**src/rtl/pipe_ctrl_pkg.sv**
```systemverilog
// rtl/pipe_ctrl_pkg.sv - shared types and defaults for the skid-buffered pipeline stage
package pipe_ctrl_pkg;

    // Occupancy of the stage: main bank is the head, skid bank is second in line
    typedef enum logic [1:0] {
        EMPTY = 2'd0,
        HALF  = 2'd1,
        FULL  = 2'd2
    } stage_state_t;

    localparam int PAYLOAD_W_DEF = 154;
    localparam int CNT_W_DEF     = 16;

endpackage

```
**src/rtl/pipe_data_bank.sv**
```systemverilog
// rtl/pipe_data_bank.sv - payload bank built from per-bit enable flops
module pipe_data_bank #(
    parameter int W = 154
) (
    input  logic         clk,
    input  logic         reset,
    input  logic         softReset,
    input  logic         enable,
    input  logic [W-1:0] d,
    output logic [W-1:0] q
);

    for (genvar i = 0; i < W; i++) begin : g_cell
        logic cell_q;

        // One enable flop per bit: cleared on reset or softReset, loads only when enabled
        always_ff @(posedge clk) begin
            if (!reset) begin
                cell_q <= 1'b0;
            end else if (softReset) begin
                cell_q <= 1'b0;
            end else if (enable) begin
                cell_q <= d[i];
            end
        end

        assign q[i] = cell_q;
    end

endmodule

```
**src/rtl/pipe_stage_ctrl.sv**
```systemverilog
// rtl/pipe_stage_ctrl.sv - skid-buffered stage controller; PIPE_STALL_CNT_EN adds stall_cnt
module pipe_stage_ctrl
    import pipe_ctrl_pkg::*;
#(
    parameter int PAYLOAD_W = PAYLOAD_W_DEF,
    parameter int CNT_W     = CNT_W_DEF
) (
    input  logic                 clk,
    input  logic                 reset,
    input  logic                 softReset,
    input  logic                 in_valid,
    output logic                 in_ready,
    input  logic [PAYLOAD_W-1:0] in_data,
    output logic                 out_valid,
    input  logic                 out_ready,
    output logic [PAYLOAD_W-1:0] out_data
`ifdef PIPE_STALL_CNT_EN
    ,
    output logic [CNT_W-1:0]     stall_cnt
`endif
);

    stage_state_t           state;
    stage_state_t           next_state;
    logic                   in_fire;
    logic                   out_fire;
    logic                   main_en;
    logic                   skid_en;
    logic [PAYLOAD_W-1:0]   main_d;
    logic [PAYLOAD_W-1:0]   main_q;
    logic [PAYLOAD_W-1:0]   skid_q;

    assign out_valid = (state != EMPTY);
    assign in_fire   = in_valid & in_ready;
    assign out_fire  = out_valid & out_ready;
    assign out_data  = main_q;

    // Next occupancy and bank load strobes; a flush suppresses every load
    always_comb begin
        next_state = state;
        main_en    = 1'b0;
        skid_en    = 1'b0;
        main_d     = in_data;
        if (softReset) begin
            next_state = EMPTY;
        end else begin
            case (state)
                EMPTY: begin
                    if (in_fire) begin
                        next_state = HALF;
                        main_en    = 1'b1;
                    end
                end
                HALF: begin
                    if (in_fire && out_fire) begin
                        main_en = 1'b1;
                    end else if (in_fire) begin
                        next_state = FULL;
                        skid_en    = 1'b1;
                    end else if (out_fire) begin
                        next_state = EMPTY;
                    end
                end
                FULL: begin
                    if (out_fire) begin
                        next_state = HALF;
                        main_en    = 1'b1;
                        main_d     = skid_q;
                    end
                end
                default: begin
                    next_state = EMPTY;
                end
            endcase
        end
    end

    // State register; in_ready is registered from next state so it never sees out_ready combinationally
    always_ff @(posedge clk) begin
        if (!reset) begin
            state    <= EMPTY;
            in_ready <= 1'b0;
        end else begin
            state    <= next_state;
            in_ready <= (next_state != FULL);
        end
    end

    pipe_data_bank #(.W(PAYLOAD_W)) u_main_bank (
        .clk       (clk),
        .reset     (reset),
        .softReset (1'b0),
        .enable    (main_en),
        .d         (main_d),
        .q         (main_q)
    );

    pipe_data_bank #(.W(PAYLOAD_W)) u_skid_bank (
        .clk       (clk),
        .reset     (reset),
        .softReset (1'b0),
        .enable    (skid_en),
        .d         (in_data),
        .q         (skid_q)
    );

`ifdef PIPE_STALL_CNT_EN
    localparam logic [CNT_W-1:0] CNT_MAX = '1;

    // Saturating count of cycles the head entry waited on downstream
    always_ff @(posedge clk) begin
        if (!reset) begin
            stall_cnt <= '0;
        end else if (softReset) begin
            stall_cnt <= '0;
        end else if (out_valid && !out_ready && (stall_cnt != CNT_MAX)) begin
            stall_cnt <= stall_cnt + 1'b1;
        end
    end
`endif

endmodule

```
**config.mk**
```make
export PLATFORM = sky130hd
export DESIGN_NAME = pipe_stage_ctrl
export DESIGN_NICKNAME = d
export VERILOG_FILES = /design/src/rtl/pipe_ctrl_pkg.sv /design/src/rtl/pipe_data_bank.sv /design/src/rtl/pipe_stage_ctrl.sv
export SDC_FILE = /design/constraint.sdc
export NUM_CORES = 1
export LEC_CHECK = 0
export ABC_AREA = 1
export ABC_CLOCK_PERIOD_IN_PS = 1900
export CAP_MARGIN = 40
export CORE_ASPECT_RATIO = 1.1
export CORE_MARGIN = 3
export CORE_UTILIZATION = 45
export DETAILED_ROUTE_END_ITERATION = 10
export GPL_TIMING_DRIVEN = 0
export PLACE_DENSITY = 0.72
export SLEW_MARGIN = 20
export SYNTH_ARGS = -nofsm -noshare
export SYNTH_HDL_FRONTEND = slang
export SYNTH_SLANG_ARGS = --single-unit
```
**constraint.sdc**
```tcl
create_clock -name clk -period 1.9 [get_ports clk]
set_input_delay 0.285 -clock clk [delete_from_list [all_inputs] [get_ports clk]]
set_output_delay 0.285 -clock clk [all_outputs]
set_load 0.005 [all_outputs]
```
### Word-level counts from Yosys, hierarchy flattened

Cells that the tools add are included.

| operators by class | value |
|---|---|
| equal/unequal tests | 3 |
| multiplexer cells | 18 |
| bitwise logic cells | 2 |
| reduce and logical (&&, ||, !) cells | 3 |

Operators by type and width:

| cell | count |
|---|---|
| 2-to-1 mux 154 bit | 3 |
| 2-to-1 mux 2 bit | 6 |
| 2-to-1 mux 1 bit | 7 |
| case mux 2 bit (3 select lines) | 1 |
| case mux 1 bit (3 select lines) | 1 |
| AND 1 bit | 2 |
| equality test 2 x 1 -> 1 bit, second input constant | 1 |
| equality test 2 bit, second input constant | 1 |
| zero test 2 bit | 1 |
| != test 2 bit, second input constant | 1 |
| nonzero test 2 bit | 1 |
| logical AND 1 bit | 1 |

| storage, ports and cells | value |
|---|---|
| bits in registers | 311 |
| bits of input ports | 159 |
| output and inout bits | 156 |
| word-level logic and storage cells | 336 |

### Longest topological paths before layout

Gate-level depths: netlist of the first run.

| logic depth | value |
|---|---|
| depth after elaboration | 8 |
| depth in mapped cells | 9 |
| depth with buffers taken out | 7 |

### Hierarchy

From an unflattened synthesis of the first run, not the netlist that was laid out.

| unflattened totals | value |
|---|---|
| cell total of the unflattened synthesis | 2171 |
| area, all modules | 15239.6 µm² |

Modules (own cells, without submodules):

| module | times used | cells an instance | area each (µm²) | seq. area each (µm²) |
|---|---|---|---|---|
| pipe_data_bank | 2 | 822 | 6451.2 | 3083.0 |
| pipe_stage_ctrl | 1 | 527 | 2337.2 | 60.1 |

### Worst setup path after synthesis of the first run

No wires, ideal clock.

| timing | value |
|---|---|
| kind | register to register |
| start point | reg state[0] |
| end point | reg u_skid_bank.g_cell[0].cell_q |
| setup time | 0.113 ns |
| arrival | 1.254 ns |
| required time | 1.787 ns |
| setup slack | 0.533 ns |
| stages on the path, launching flop included | 9 |
| path buffers | 3 |
| period minus slack after synthesis | 1.367 ns |
| cells stage by stage | dfxtp_1 > inv_2 > nor3_1 > nand2_1 > buf_2 > buf_2 > buf_2 > o21ai_1 > nor2_1 |

| between the ends | value |
|---|---|
| cells in the longest elaborated chain, start to end | 6 |
| elaborated cells on any way between the ends | 7 |
| classes of those cells | eq/ne (1); mux (3); bitwise (1); reduce/logical (2) |

RTL lines:

| what | line | RTL |
|---|---|---|
| start, declared | pipe_stage_ctrl.sv:23 | `stage_state_t state;` |
| start signal, assigned | pipe_stage_ctrl.sv:84 | `state <= next_state;` |
| nonzero test 2 bit | pipe_stage_ctrl.sv:33 | `assign out_valid = (state != EMPTY);` |
| AND 1 bit | pipe_stage_ctrl.sv:35 | `assign out_fire = out_valid & out_ready;` |
| logical AND 1 bit | pipe_stage_ctrl.sv:55 | `if (in_fire && out_fire) begin` |
| 2-to-1 mux 1 bit | pipe_stage_ctrl.sv:55 |  |
| 2-to-1 mux 1 bit (*) | pipe_stage_ctrl.sv:47 | `case (state)` |
| 2-to-1 mux 1 bit (*) | pipe_stage_ctrl.sv:44 | `if (softReset) begin` |
| end signal, assigned | pipe_data_bank.sv:23 | `cell_q <= d[i];` |
| end, declared | pipe_data_bank.sv:14 | `logic cell_q;` |

Every way passes the cells marked *; elsewhere a longest branch is shown, timed or not.
A chain may end at the register's enable or synchronous reset.

### Worst setup path in the final report of the first run

| timing | value |
|---|---|
| start point | reg u_main_bank.g_cell[129].cell_q |
| end point | out out_data[129] |

RTL lines:

| what | line | RTL |
|---|---|---|
| start, declared | pipe_data_bank.sv:14 |  |
| start signal, assigned | pipe_data_bank.sv:23 |  |
| end, declared | pipe_stage_ctrl.sv:16 | `output logic [PAYLOAD_W-1:0] out_data` |

No word-level cell between the ends.

==> summary.md, run 1 <==
| Metric | Value |
|---|---|
| YS warnings | `0` |
| Count of final max-slew check failures | `0` |
| Core region area | `roughly 33000 sq um` |
| Number of cells produced by synthesis | `2336` |
| DR vias | `~15000` |
| Width of the die | `~180 um` |
| First-pass DRT Iterations | `7` |
| Maximum clock frequency | `563.0 MHz` |
| TritonCTS clock tree | `yes` |
| Number of nets at the end of the flow | `2846` |
| GRT Residual Overflow | `0` |
| Standard-cell rows | `69` |
| Post-DR vias/cell | `~4.7` |
| Most numerous cell types in the synthesized netlist | `623 x sky130_fd_sc_hd__nand2_1, 620 x sky130_fd_sc_hd__nor2_1, 311 x sky130_fd_sc_hd__dfxtp_1` |
| EDFF count, synth | `0` |
| Final Cycle Share | `between 90 and 100%` |
| Cell at the root of the clock tree | `sky130_fd_sc_hd__clkbuf_16` |
| Combined global-route utilization of all metal layers | `a little under a quarter` |
| Post-synthesis compound-gate area fraction | `around 5.4%` |
| Initial antenna violation count | `5` |
| Htree depth | `2` |
| Number of nets with antenna violations after routing | `0` |
| Setup repair after global routing missed its margin | `no` |
| Number of DRC markers after the initial detailed-route iteration | `900` |
| Top cells by area, synth | `sky130_fd_sc_hd__dfxtp_1 42%, sky130_fd_sc_hd__nand2_1 16%, sky130_fd_sc_hd__nor2_1 16%` |
| Launching element of the worst setup path | `u_main_bank.g_cell[129].cell_q$_SDFFE_PN0P_` |
| Peak per-stage delay on the critical path | `between 0.5 and 0.6 ns` |
| Clock tree skew after final layout | `around 0.02 ns` |
| Critical Path, Cell by Cell | `buf_4, clkdlybuf4s50_1` |
| Number of buffers added by the clock tree synthesis step | `34` |
| Start point of the worst min-delay path | `reset` |
| Routed WL per cell | `roughly 14 um` |
| Register-to-Register Setup Slack | `0.14 ns` |
| Total nets after synthesis | `roughly 2500` |
| Prevailing post-synth register cell | `sky130_fd_sc_hd__dfxtp_1` |
| Maximum VDD drop | `approximately 0.58 mV` |
| Clk buf depth | `3` |
| Post-synthesis xor/xnor area fraction | `0%` |
| Cell taking the most area after synthesis | `sky130_fd_sc_hd__dfxtp_1` |
| Distinct cells, synth | `17` |
| Async set-reset flop share out of synthesis | `0%` |
| Detail Placement HPWL | `approximately 31000 um` |
| Drt total wl | `about 43000 um` |
| Final number of hold-violating endpoints | `0` |
| Die extent in y | `197.2 um` |
| Count leader, synth | `sky130_fd_sc_hd__nand2_1` |
| Post-route insts no fill | `3136` |
| Effective utilization at floorplan | `~46%` |
| Area share of the largest cell type after synthesis | `a little over two fifths` |
| Reg2reg end | `u_main_bank.g_cell[84].cell_q$_SDFFE_PN0P_` |
| Share of layout cells above drive strength 1 | `11.01%` |
| Post-CTS Hold Buffers | `0` |
| Number of global-route vias before repair | `13830` |
| Hold WC Path Type | `in2reg` |
| Cell count of the worst reg-to-reg path | `9` |
| Global-route wire length before repair | `68630 um` |
| Buffers added on ports | `around 310` |
| Insertion delay to the later sink of the worst-skew pair | `between 0.5 and 0.6 ns` |
| Buffers & Inverters on Critical Path | `2` |
| Residual DRC count | `0` |
| Layout Area Growth over Synthesis | `32.44%` |
| Area share of and/or/nand/nor cells after synthesis | `36.50%` |
| Number of fillers in the final layout | `a little over 3000` |
| Power density relative to cell area | `~780 nW/um^2` |
| Status | `finished clean` |
| Multiplexer area fraction after synthesis | `0%` |
| Fin crit period | `1.776 ns` |
| Clock slew at the register clock pins of the worst setup and hold paths | `roughly 0.060 ns` |
| Post-placement worst setup slack | `-0.5881 ns` |
| Maximum fanout encountered on the critical timing path | `2` |
| Max-cap violations | `0` |
| WHS Path Cells | `3` |
| Critical path endpoint category | `output pin` |
| Critical path startpoint category | `flip-flop` |
| Seq/Total Area, Yosys | `41.64%` |
| R2r startpoint | `state[1]$_SDFF_PN0_` |
| Multi-input gate area | `roughly 6300 sq um` |
| Flip-flop and latch count after synthesis | `311` |
| Clock sink count | `between 300 and 400` |
| Category of cells accounting for the largest share of critical-path delay | `buffers and inverters` |
| Synth Area in Adders | `0%` |
| Average size of a mapped cell | `6.400 sq um` |
| Sink of the worst hold path | `u_main_bank.g_cell[87].cell_q$_SDFFE_PN0P_` |
| Area taken by flip-flops and latches | `6228 sq um` |
| Final setup violating endpoints | `0` |
| Setup CP Type | `reg2out` |
| Leakage power of the design | `~9.5 nW` |
| Combinational family with the most area after synthesis | `simple AND/OR/NAND/NOR gates` |
| Cell depth of the worst setup path | `2` |
| I/O pin count | `between 300 and 400` |
| Cell type of the slowest stage on the worst timing path | `sky130_fd_sc_hd__clkdlybuf4s50_1` |
| Largest net degree at the start of global routing | `14` |
| Remaining max-slew budget at the tightest pin | `44.67%` |
| Cell total after placement | `3076` |
| Post-synthesis instance area | `about 15000 sq um` |
| Die area | `between 30000 and 40000 sq um` |
| Arr. time, crit path | `around 1.5 ns` |
| Placer Congestion | `between 0.8 and 0.9` |
| Slew at the pin closest to its max-slew limit | `approximately 0.83 ns` |
| Data required time of the worst path | `~1.6 ns` |
| Final worst slack | `0.1239 ns` |
[how the worst max path moves through the flow]
stage,endpoint,slack (ns)
floorplan,u_skid_bank.g_cell[0].cell_q$_SDFFE_PN0P_,0.53
global placement,u_main_bank.g_cell[76].cell_q$_SDFFE_PN0P_,-0.52
detailed placement,u_main_bank.g_cell[77].cell_q$_SDFFE_PN0P_,-0.59
CTS,out_valid,0.006
global route,u_main_bank.g_cell[76].cell_q$_SDFFE_PN0P_,0.02
finish,out_data[129],0.12
[sequential cells by signal, indices dropped and copies added (netlist names)]
register                   flops
in_ready                       1
u_skid_bank.g_cell.cell_q    154
state                          2
u_main_bank.g_cell.cell_q    154
[worst min-delay path, delay by kind of cell]
family | cells | cell delay, ns
simple gates | 2 | 0.17
buf+inv | 1 | 0.23
[logic make-up (layout without fill, tap and decap cells)]
logic type	after synthesis	in the layout
AND/OR/NAND/NOR	1401	1401
buffers and inverters	465	836
flip-flops	311	311
AO/OA/AOI/OAI	159	159
other	0	3
[power breakdown]
part	internal (mW)	switching (mW)
combinational	1.13	0.931
clock	3.99	2.59
sequential	6.73	0.105
total	11.8	3.62
[per-stage QoR]
| step | setup TNS (ns) | cell area [sq um] | util [%] | hold slack, ns | power (mW) |
|---|---|---|---|---|---|
| 2_1_floorplan | 0 | 14950 | - | 0.4338 | 8.010 |
| 3_3_place_gp | -70.57 | 18620 | 57.20 | 0.4625 | 8.997 |
| 3_5_place_dp | -80.64 | 18630 | 57.23 | 0.4715 | 9.024 |
| 4_1_cts | 0 | 19760 | 60.71 | 0.2317 | 15.63 |
| 5_1_grt | 0 | 19800 | 60.83 | 0.2647 | 16.16 |
| 6_report | 0 | 19800 | 60.83 | 0.2333 | 15.47 |
[routing by layer]
layer	part of all wire, %	up-vias	wire length (um)	GRT usage [%]
met4	3.0	4	1279	7.450
met5	0.066	-	28	0
met2	47	458	19860	40.21
met3	7.6	85	3253	5.801
met1	43	6401	18130	28.69
li1	-	7640	-	-
[cells in the final DEF (no fill, tap or decap), types with 2 or more instances in the layout]
cell                                n
sky130_fd_sc_hd__buf_6              4
sky130_fd_sc_hd__inv_2              2
sky130_fd_sc_hd__clkbuf_8           9
sky130_fd_sc_hd__diode_2            3
sky130_fd_sc_hd__o21ai_0           95
sky130_fd_sc_hd__buf_1              2
sky130_fd_sc_hd__o21ai_1           60
sky130_fd_sc_hd__nor2_1           620
sky130_fd_sc_hd__dfxtp_1          309
sky130_fd_sc_hd__clkdlybuf4s50_1  312
sky130_fd_sc_hd__dfxtp_2            2
sky130_fd_sc_hd__a21oi_1            2
sky130_fd_sc_hd__nand3_1          156
sky130_fd_sc_hd__nor3_1             2
sky130_fd_sc_hd__nand2_1          622
sky130_fd_sc_hd__clkbuf_1          70
sky130_fd_sc_hd__clkbuf_4           6
sky130_fd_sc_hd__clkbuf_16         37
sky130_fd_sc_hd__inv_1            157
sky130_fd_sc_hd__buf_2             58
sky130_fd_sc_hd__clkinv_2           8
sky130_fd_sc_hd__buf_4            169
[repair_timing]
item                       CTS  global route
setup endpoints to repair   62           119
hold endpoints to repair     0             0
gates resized for setup      4            11
cloned                       0             0
buffers inserted             0             0
[final cells by class]
cell class,count,area share [%]
clock inverters,8,0.3286
flip-flops and latches,311,31.46
multi-input cells,1560,31.61
repair buffers,315,15.95
plain buffers,305,9.542
inverters,160,3.039
diodes,3,0.03791
well taps,426,2.692
clock buffers,48,5.340
Power figures use the tool's default switching activity.
==> run 2, diff against run 1 <==
- CAP_MARGIN: 40 -> 20
==> run 2 against run 1 <==
  * Largest power group unchanged
  * Register-to-register slack worse by 0.08 ns
  * Critical path depth up 7
  * Setup slack worse by 0.060 ns
  * First-iteration DRC count up 2.8%
  * Total power up 0.28%
  * Hold slack worse by 0.0080 ns
  * Largest cell class unchanged
  * Sequential cell count unchanged
  * Combinational power about the same
  * Clock power up 0.8%
  * Global-route usage about the same
  * Maximum frequency down 3.3%
==> summary.md, run 2 (synthesized netlist as in run 1, its figures left out) <==
| Metric | Value |
|---|---|
| Number of buffers added by the clock tree synthesis step | `35` |
| Clock sink count | `between 300 and 400` |
| DR vias | `approximately 14000` |
| Post-placement worst setup slack | `-0.5812 ns` |
| Registers with the most flip-flops | `u_main_bank.g_cell.cell_q (154), u_skid_bank.g_cell.cell_q (154), state (2)` |
| Setup CP Type | `reg2reg` |
| Final worst slack | `~0.064 ns` |
| Post-route insts no fill | `3136` |
| Width of the die | `179.8 um` |
| Critical Path, Cell by Cell | `inv_2, nor2_1, nand2_4, buf_2, buf_2, nand2_1, nand2_1, nor2_1, nor2_1` |
| Drt total wl | `42590 um` |
| Logic gate share of total power | `a little over an eighth` |
| Net Sw Frac | `between 20% and 30%` |
| Final hold slack | `0.2254 ns` |
| Count of final max-slew check failures | `0` |
| Global-route wire length before repair | `68570 um` |
| Status | `finished clean` |
| First-pass DRT Iterations | `5` |
| Slew at the pin closest to its max-slew limit | `just over 1 ns` |
| Standard-cell rows | `between 60 and 70` |
| Cell total after placement | `between 3000 and 4000` |
| Critical path endpoint category | `flip-flop` |
| Sequential share of power | `44.1%` |
| Number of DRC markers after the initial detailed-route iteration | `~930` |
| Remaining max-slew budget at the tightest pin | `roughly 33%` |
| Effective utilization at floorplan | `45.93%` |
| Largest net degree at the start of global routing | `13` |
| Cell-internal power | `11.85 mW` |
| TNS Setup | `0 ns` |
| Cell seen most often among critical-path stages | `sky130_fd_sc_hd__nor2_1` |
| Number of nets with antenna violations after routing | `0` |
| TritonCTS clock tree | `yes` |
| Maximum clock frequency | `approximately 540 MHz` |
| Layout Area Growth over Synthesis | `32.35%` |
| Cell at the root of the clock tree | `sky130_fd_sc_hd__clkbuf_16` |
| Post-CTS Hold Buffers | `0` |
| Placer Congestion | `approximately 0.84` |
| Arr. time, crit path | `2.23 ns` |
| GRT Residual Overflow | `0` |
| Critical path startpoint category | `flip-flop` |
| Number of global-route vias before repair | `around 14000` |
| Post-DR vias/cell | `~4.6` |
| Post-place instance area | `between 15000 and 20000 sq um` |
| Die area | `35450 sq um` |
| Clock tree skew after final layout | `just under 0.01 ns` |
| Final setup violating endpoints | `0` |
| Max-cap violations | `0` |
| Commonest non-fill, non-tap cells in the layout | `622 x sky130_fd_sc_hd__nand2_1, 620 x sky130_fd_sc_hd__nor2_1, 313 x sky130_fd_sc_hd__clkdlybuf4s50_1` |
| Final core area utilization | `about three fifths` |
| Switch Pwr | `3.663 mW` |
| Sum of internal, switching and leakage power | `15.51 mW` |
| Core region area | `32550 sq um` |
| Combined global-route utilization of all metal layers | `23.25%` |
| Clock slew at the register clock pins of the worst setup and hold paths | `0.06 ns` |
| Maximum fanout encountered on the critical timing path | `10` |
| Detail Placement HPWL | `30950 um` |
| Maximum VDD drop | `0.5312 mV` |
| Share of layout cells above drive strength 1 | `10.90%` |
| Insertion delay to the later sink of the worst-skew pair | `about 0.50 ns` |
| Initial antenna violation count | `3` |
| I/O pin count | `roughly 320` |
| Data required time of the worst path | `about 2.3 ns` |
| Die extent in y | `between 150 and 200 um` |
| Final number of hold-violating endpoints | `0` |
| Hold WC Path Type | `in2reg` |
| Power density relative to cell area | `just under 800 nW/um^2` |
| Residual DRC count | `0` |
| Buffers added on ports | `roughly 310` |
| Routed WL per cell | `about 14 um` |
| Number of nets at the end of the flow | `between 2000 and 3000` |
| Leakage power of the design | `roughly 9.5 nW` |
| Cell type of the slowest stage on the worst timing path | `sky130_fd_sc_hd__dfxtp_2` |
| Fin crit period | `between 1.5 and 2 ns` |
| Most frequent standard cell in the layout excluding fill and tap cells | `sky130_fd_sc_hd__nand2_1` |
| Peak per-stage delay on the critical path | `~0.36 ns` |
| Htree depth | `2` |
| Final Cycle Share | `between 90% and 100%` |
| Portion of total power attributed to the clock network | `between 40% and 50%` |
| Non-Filler Cell Area, Final | `approximately 20000 sq um` |
| Clk buf depth | `3` |
[run 2: cell types whose count changed in the layout (fill, tap and decap cells not counted), sizes merged]
cell           previous run  this run
bufinv                    1         0
clkbuf                  122       124
inv                     159       160
clkdlybuf4s50           312       313
clkinv                    8         4
buf                     233       235
dlymetal6s2s              1         0
[run 2: path summary, 6_finish.rpt]
check | cells past startpoint | from | to | slack, ns
min reg2reg | 2 | u_skid_bank.g_cell[30].cell_q$_SDFFE_PN0P_ | u_skid_bank.g_cell[30].cell_q$_SDFFE_PN0P_ | 0.48
max | 9 | state[1]$_SDFF_PN0_ | u_main_bank.g_cell[76].cell_q$_SDFFE_PN0P_ | 0.06
min | 3 | reset | u_main_bank.g_cell[88].cell_q$_SDFFE_PN0P_ | 0.23
max reg2reg | 9 | state[1]$_SDFF_PN0_ | u_main_bank.g_cell[76].cell_q$_SDFFE_PN0P_ | 0.06
[run 2: layout make-up]
class	count	area [sq um]
Antenna cell	3	7.507
Buffer	305	1887
Clock buffer	54	1110
Clock inverter	4	20.02
Fill cell	3059	12760
Inverter	160	603.1
Multi-Input combinational cell	1560	6265
Sequential cell	311	6228
Tap cell	426	533.0
Timing Repair Buffer	313	3133
[run 2: power by group through the flow]
stage | Sequential (mW) | Clock, mW | Combinational (mW)
after global routing | 6.86 | 7.03 | 2.29
after floorplan | 6.95 | 0 | 1.06
after CTS | 6.83 | 6.75 | 2.07
after detailed placement | 6.97 | 0 | 2.05
final | 6.83 | 6.62 | 2.06
after global placement | 6.97 | 0 | 2.03
[run 2: worst max-delay path, delay by kind of cell (launching register included)]
family	cells	cell delay [ns]
simple gates	6	0.75
buf+inv	3	0.59
flops	1	0.36
[run 2: repair_timing]
action                                  in CTS  in global routing
resized for setup                            3                 11
buffers inserted                             0                  0
endpoints found under the setup margin      61                119
[run 2: metal layers]
layer	global-route usage [%]	wire length [um]	up-vias
met5	0	27	-
met4	6.762	1121	4
met3	6.298	3093	79
met2	40.36	20050	393
met1	28.44	18300	6324
li1	-	-	7613
==> run 3, diff against run 2 <==
- ABC_CLOCK_PERIOD_IN_PS: 1900 -> 1500
- MAX_ROUTING_LAYER: default -> met4
- PLACE_DENSITY: 0.72 -> 0.75
- clock period: 1.9 -> 1.5 ns (I/O delays scaled with it)
==> run 3 against run 2 <==
  * The flow now finishes with violations (negative setup slack)
  * Global-route usage rose by 0.83 points
  * Clock power up 15%
  * Final cell count is 0.26% higher
  * Via count is 2.0% higher
  * Non-clock buffer count rose by 13
  * Routed wire length is 3.2% higher
  * Critical path depth unchanged
  * Highest routed layer is now met4
==> summary.md, run 3 (synthesized netlist as in run 1, its figures left out) <==
| Metric | Value |
|---|---|
| Slew at the pin closest to its max-slew limit | `between 0.8 and 0.9 ns` |
| Initial antenna violation count | `4` |
| Post-CTS Hold Buffers | `0` |
| GRT Residual Overflow | `0` |
| Final hold slack | `approximately 0.17 ns` |
| Core region area | `approximately 33000 sq um` |
| Buffers & Inverters on Critical Path | `3` |
| DR vias | `about 15000` |
| Remaining max-slew budget at the tightest pin | `42.34%` |
| Hold WC Path Type | `in2reg` |
| Final worst slack | `-0.04693 ns` |
| Post-DR vias/cell | `4.677` |
| TritonCTS clock tree | `yes` |
| WHS Path Cells | `3` |
| Clock slew at the register clock pins of the worst setup and hold paths | `~0.060 ns` |
| Top Usage Layer GRT | `met2` |
| Global-route wire length before repair | `68870 um` |
| Critical Path, Cell by Cell | `inv_4, nor2_4, nand2_4, buf_12, buf_8, nand2_1, nand2_1, nor2_1, nor2_1` |
| Detail Placement HPWL | `31210 um` |
| Htree depth | `2` |
| Insertion delay to the later sink of the worst-skew pair | `about 0.5 ns` |
| Critical path endpoint category | `flip-flop` |
| Effective utilization at floorplan | `45.93%` |
| Power density relative to cell area | `between 900 and 1000 nW/um^2` |
| Sum of internal, switching and leakage power | `roughly 19 mW` |
| Reg2reg end | `u_main_bank.g_cell[59].cell_q$_SDFFE_PN0P_` |
| Registers with the most flip-flops | `u_main_bank.g_cell.cell_q (154), u_skid_bank.g_cell.cell_q (154), state (2)` |
| Maximum clock frequency | `between 600 and 700 MHz` |
| Data required time of the worst path | `1.89 ns` |
| Met1 Resource Use GR | `between 20% and 30%` |
| Commonest non-fill, non-tap cells in the layout | `613 x sky130_fd_sc_hd__nand2_1, 563 x sky130_fd_sc_hd__nor2_1, 210 x sky130_fd_sc_hd__dfxtp_1` |
| Post-place instance area | `18620 sq um` |
| Fin crit period | `~1.5 ns` |
| Arr. time, crit path | `around 1.9 ns` |
| Category of cells accounting for the largest share of critical-path delay | `simple AND/OR/NAND/NOR gates` |
| Die area | `between 30000 and 40000 sq um` |
| Standard-cell rows | `around 70` |
| Cell total after placement | `about 3100` |
| Cell count of the worst reg-to-reg path | `9` |
| Width of the die | `about 180 um` |
| I/O pin count | `approximately 320` |
| Status | `complete, but fails checks` |
| Most frequent standard cell in the layout excluding fill and tap cells | `sky130_fd_sc_hd__nand2_1` |
| Count of final max-slew check failures | `0` |
| Buffers added on ports | `approximately 310` |
| Number of nets at the end of the flow | `~2900` |
| Start point of the worst min-delay path | `reset` |
| Routed WL per cell | `approximately 14 um` |
| Residual DRC count | `0` |
| R2r startpoint | `state[1]$_SDFF_PN0_` |
| First-pass DRT Iterations | `6` |
| Final Cycle Share | `103.1%` |
| Number of DRC markers after the initial detailed-route iteration | `roughly 840` |
| Combined global-route utilization of all metal layers | `24.07%` |
| Setup repair after global routing missed its margin | `yes` |
| Met3 Resource Use GR | `between 4 and 5%` |
| Leakage power of the design | `around 10 nW` |
| Number of buffers added by the clock tree synthesis step | `34` |
| Violated checks | `negative setup slack` |
| Layout Area Growth over Synthesis | `37.30%` |
| Non-Filler Cell Area, Final | `between 20000 and 25000 sq um` |
| Critical path startpoint category | `flip-flop` |
| Cell at the root of the clock tree | `sky130_fd_sc_hd__clkbuf_16` |
| Cell type of the slowest stage on the worst timing path | `sky130_fd_sc_hd__dfxtp_4` |
| Peak per-stage delay on the critical path | `0.39 ns` |
| Register-to-Register Setup Slack | `-0.05 ns` |
| Met2 GRT Util | `between 40% and 50%` |
| Clock sink count | `311` |
| Die extent in y | `approximately 200 um` |
| Final number of hold-violating endpoints | `0` |
| Largest net degree at the start of global routing | `16` |
| Number of global-route vias before repair | `13700` |
| Share of layout cells above drive strength 1 | `between 10% and 20%` |
| Placer Congestion | `between 0.8 and 0.9` |
| Sink of the worst hold path | `u_main_bank.g_cell[86].cell_q$_SDFFE_PN0P_` |
| Maximum VDD drop | `0.8212 mV` |
| Number of nets with antenna violations after routing | `0` |
| Clock tree skew after final layout | `about 0.011 ns` |
| Setup CP Type | `reg2reg` |
| TNS Setup | `-0.7393 ns` |
| Drt total wl | `between 40000 and 50000 um` |
| Max-cap violations | `0` |
| Post-route insts no fill | `about 3100` |
| Clk buf depth | `3` |
| Final setup violating endpoints | `59` |
| Maximum fanout encountered on the critical timing path | `8` |
## run 3: changes by cell type in the layout (fill, tap and decap cells not counted), sizes merged, moves of 4 or more
| cell | delta |
|---|---|
| buf | +19 |
| clkbuf | -12 |
| dlygate4sd2 | +151 |
| clkdlybuf4s50 | -156 |
| clkdlybuf4s15 | +4 |
## run 3: final cells by class
| cell class | count | area [sq um] |
|---|---|---|
| Inverter | 160 | 608.1 |
| Clock buffer | 47 | 950.9 |
| Antenna cell | 4 | 10.01 |
| Clock inverter | 5 | 35.03 |
| Multi-Input combinational cell | 1560 | 6496 |
| Sequential cell | 311 | 6357 |
| Buffer | 301 | 2360 |
| Tap cell | 426 | 533.0 |
| Timing Repair Buffer | 330 | 3177 |
| Fill cell | 2993 | 12020 |
## run 3: how the worst max path moves through the flow
stage,start,to,slack (ns),cells past startpoint
finish,state[1]$_SDFF_PN0_,u_main_bank.g_cell[59].cell_q$_SDFFE_PN0P_,-0.05,9
global route,in_ready$_SDFF_PN0_,u_skid_bank.g_cell[36].cell_q$_SDFFE_PN0P_,-0.13,8
CTS,out_ready,u_main_bank.g_cell[3].cell_q$_SDFFE_PN0P_,-0.004,9
detailed placement,out_ready,u_main_bank.g_cell[81].cell_q$_SDFFE_PN0P_,-0.84,10
global placement,softReset,u_main_bank.g_cell[82].cell_q$_SDFFE_PN0P_,-0.81,9
floorplan,state[0]$_SDFF_PN0_,u_skid_bank.g_cell[0].cell_q$_SDFFE_PN0P_,0.13,8
## run 3: per-stage QoR
stage	util, %	setup slack, ns
6_report	63.07	-0.04693
3_5_place_dp	57.20	-0.8384
4_1_cts	61.18	-0.003807
3_3_place_gp	57.20	-0.8086
5_1_grt	63.06	-0.1280
2_1_floorplan	-	0.1330
## run 3: report_power, final
| group | leakage [nW] | switching (mW) | internal [mW] | total (mW) |
|---|---|---|---|---|
| Combinational | 7.39 | 1.24 | 1.37 | 2.61 |
| Sequential | 2.57 | 0.137 | 8.55 | 8.69 |
| Clock | 0.480 | 3.24 | 4.40 | 7.64 |
| Total | 10.4 | 4.62 | 14.3 | 18.9 |
## run 3: what timing repair did
item                                    in CTS  in global routing
pin swaps                                    3                 20
endpoints found under the setup margin     464                308
cloned                                       1                  3
resized for setup                          357                261
buffers inserted                             9                  4
## run 3: worst min-delay path, stage by stage
cell                       delay [ns]
sky130_fd_sc_hd__clkbuf_1        0.25
sky130_fd_sc_hd__nand2_1         0.14
sky130_fd_sc_hd__nor2_1          0.03
## run 3: routing by layer
layer | share of wire (%) | vias to the layer above
li1 | - | 7659
met1 | 43 | 6531
met2 | 48 | 434
met3 | 6.4 | 80
met4 | 2.6 | 0
met5 | 0 | -
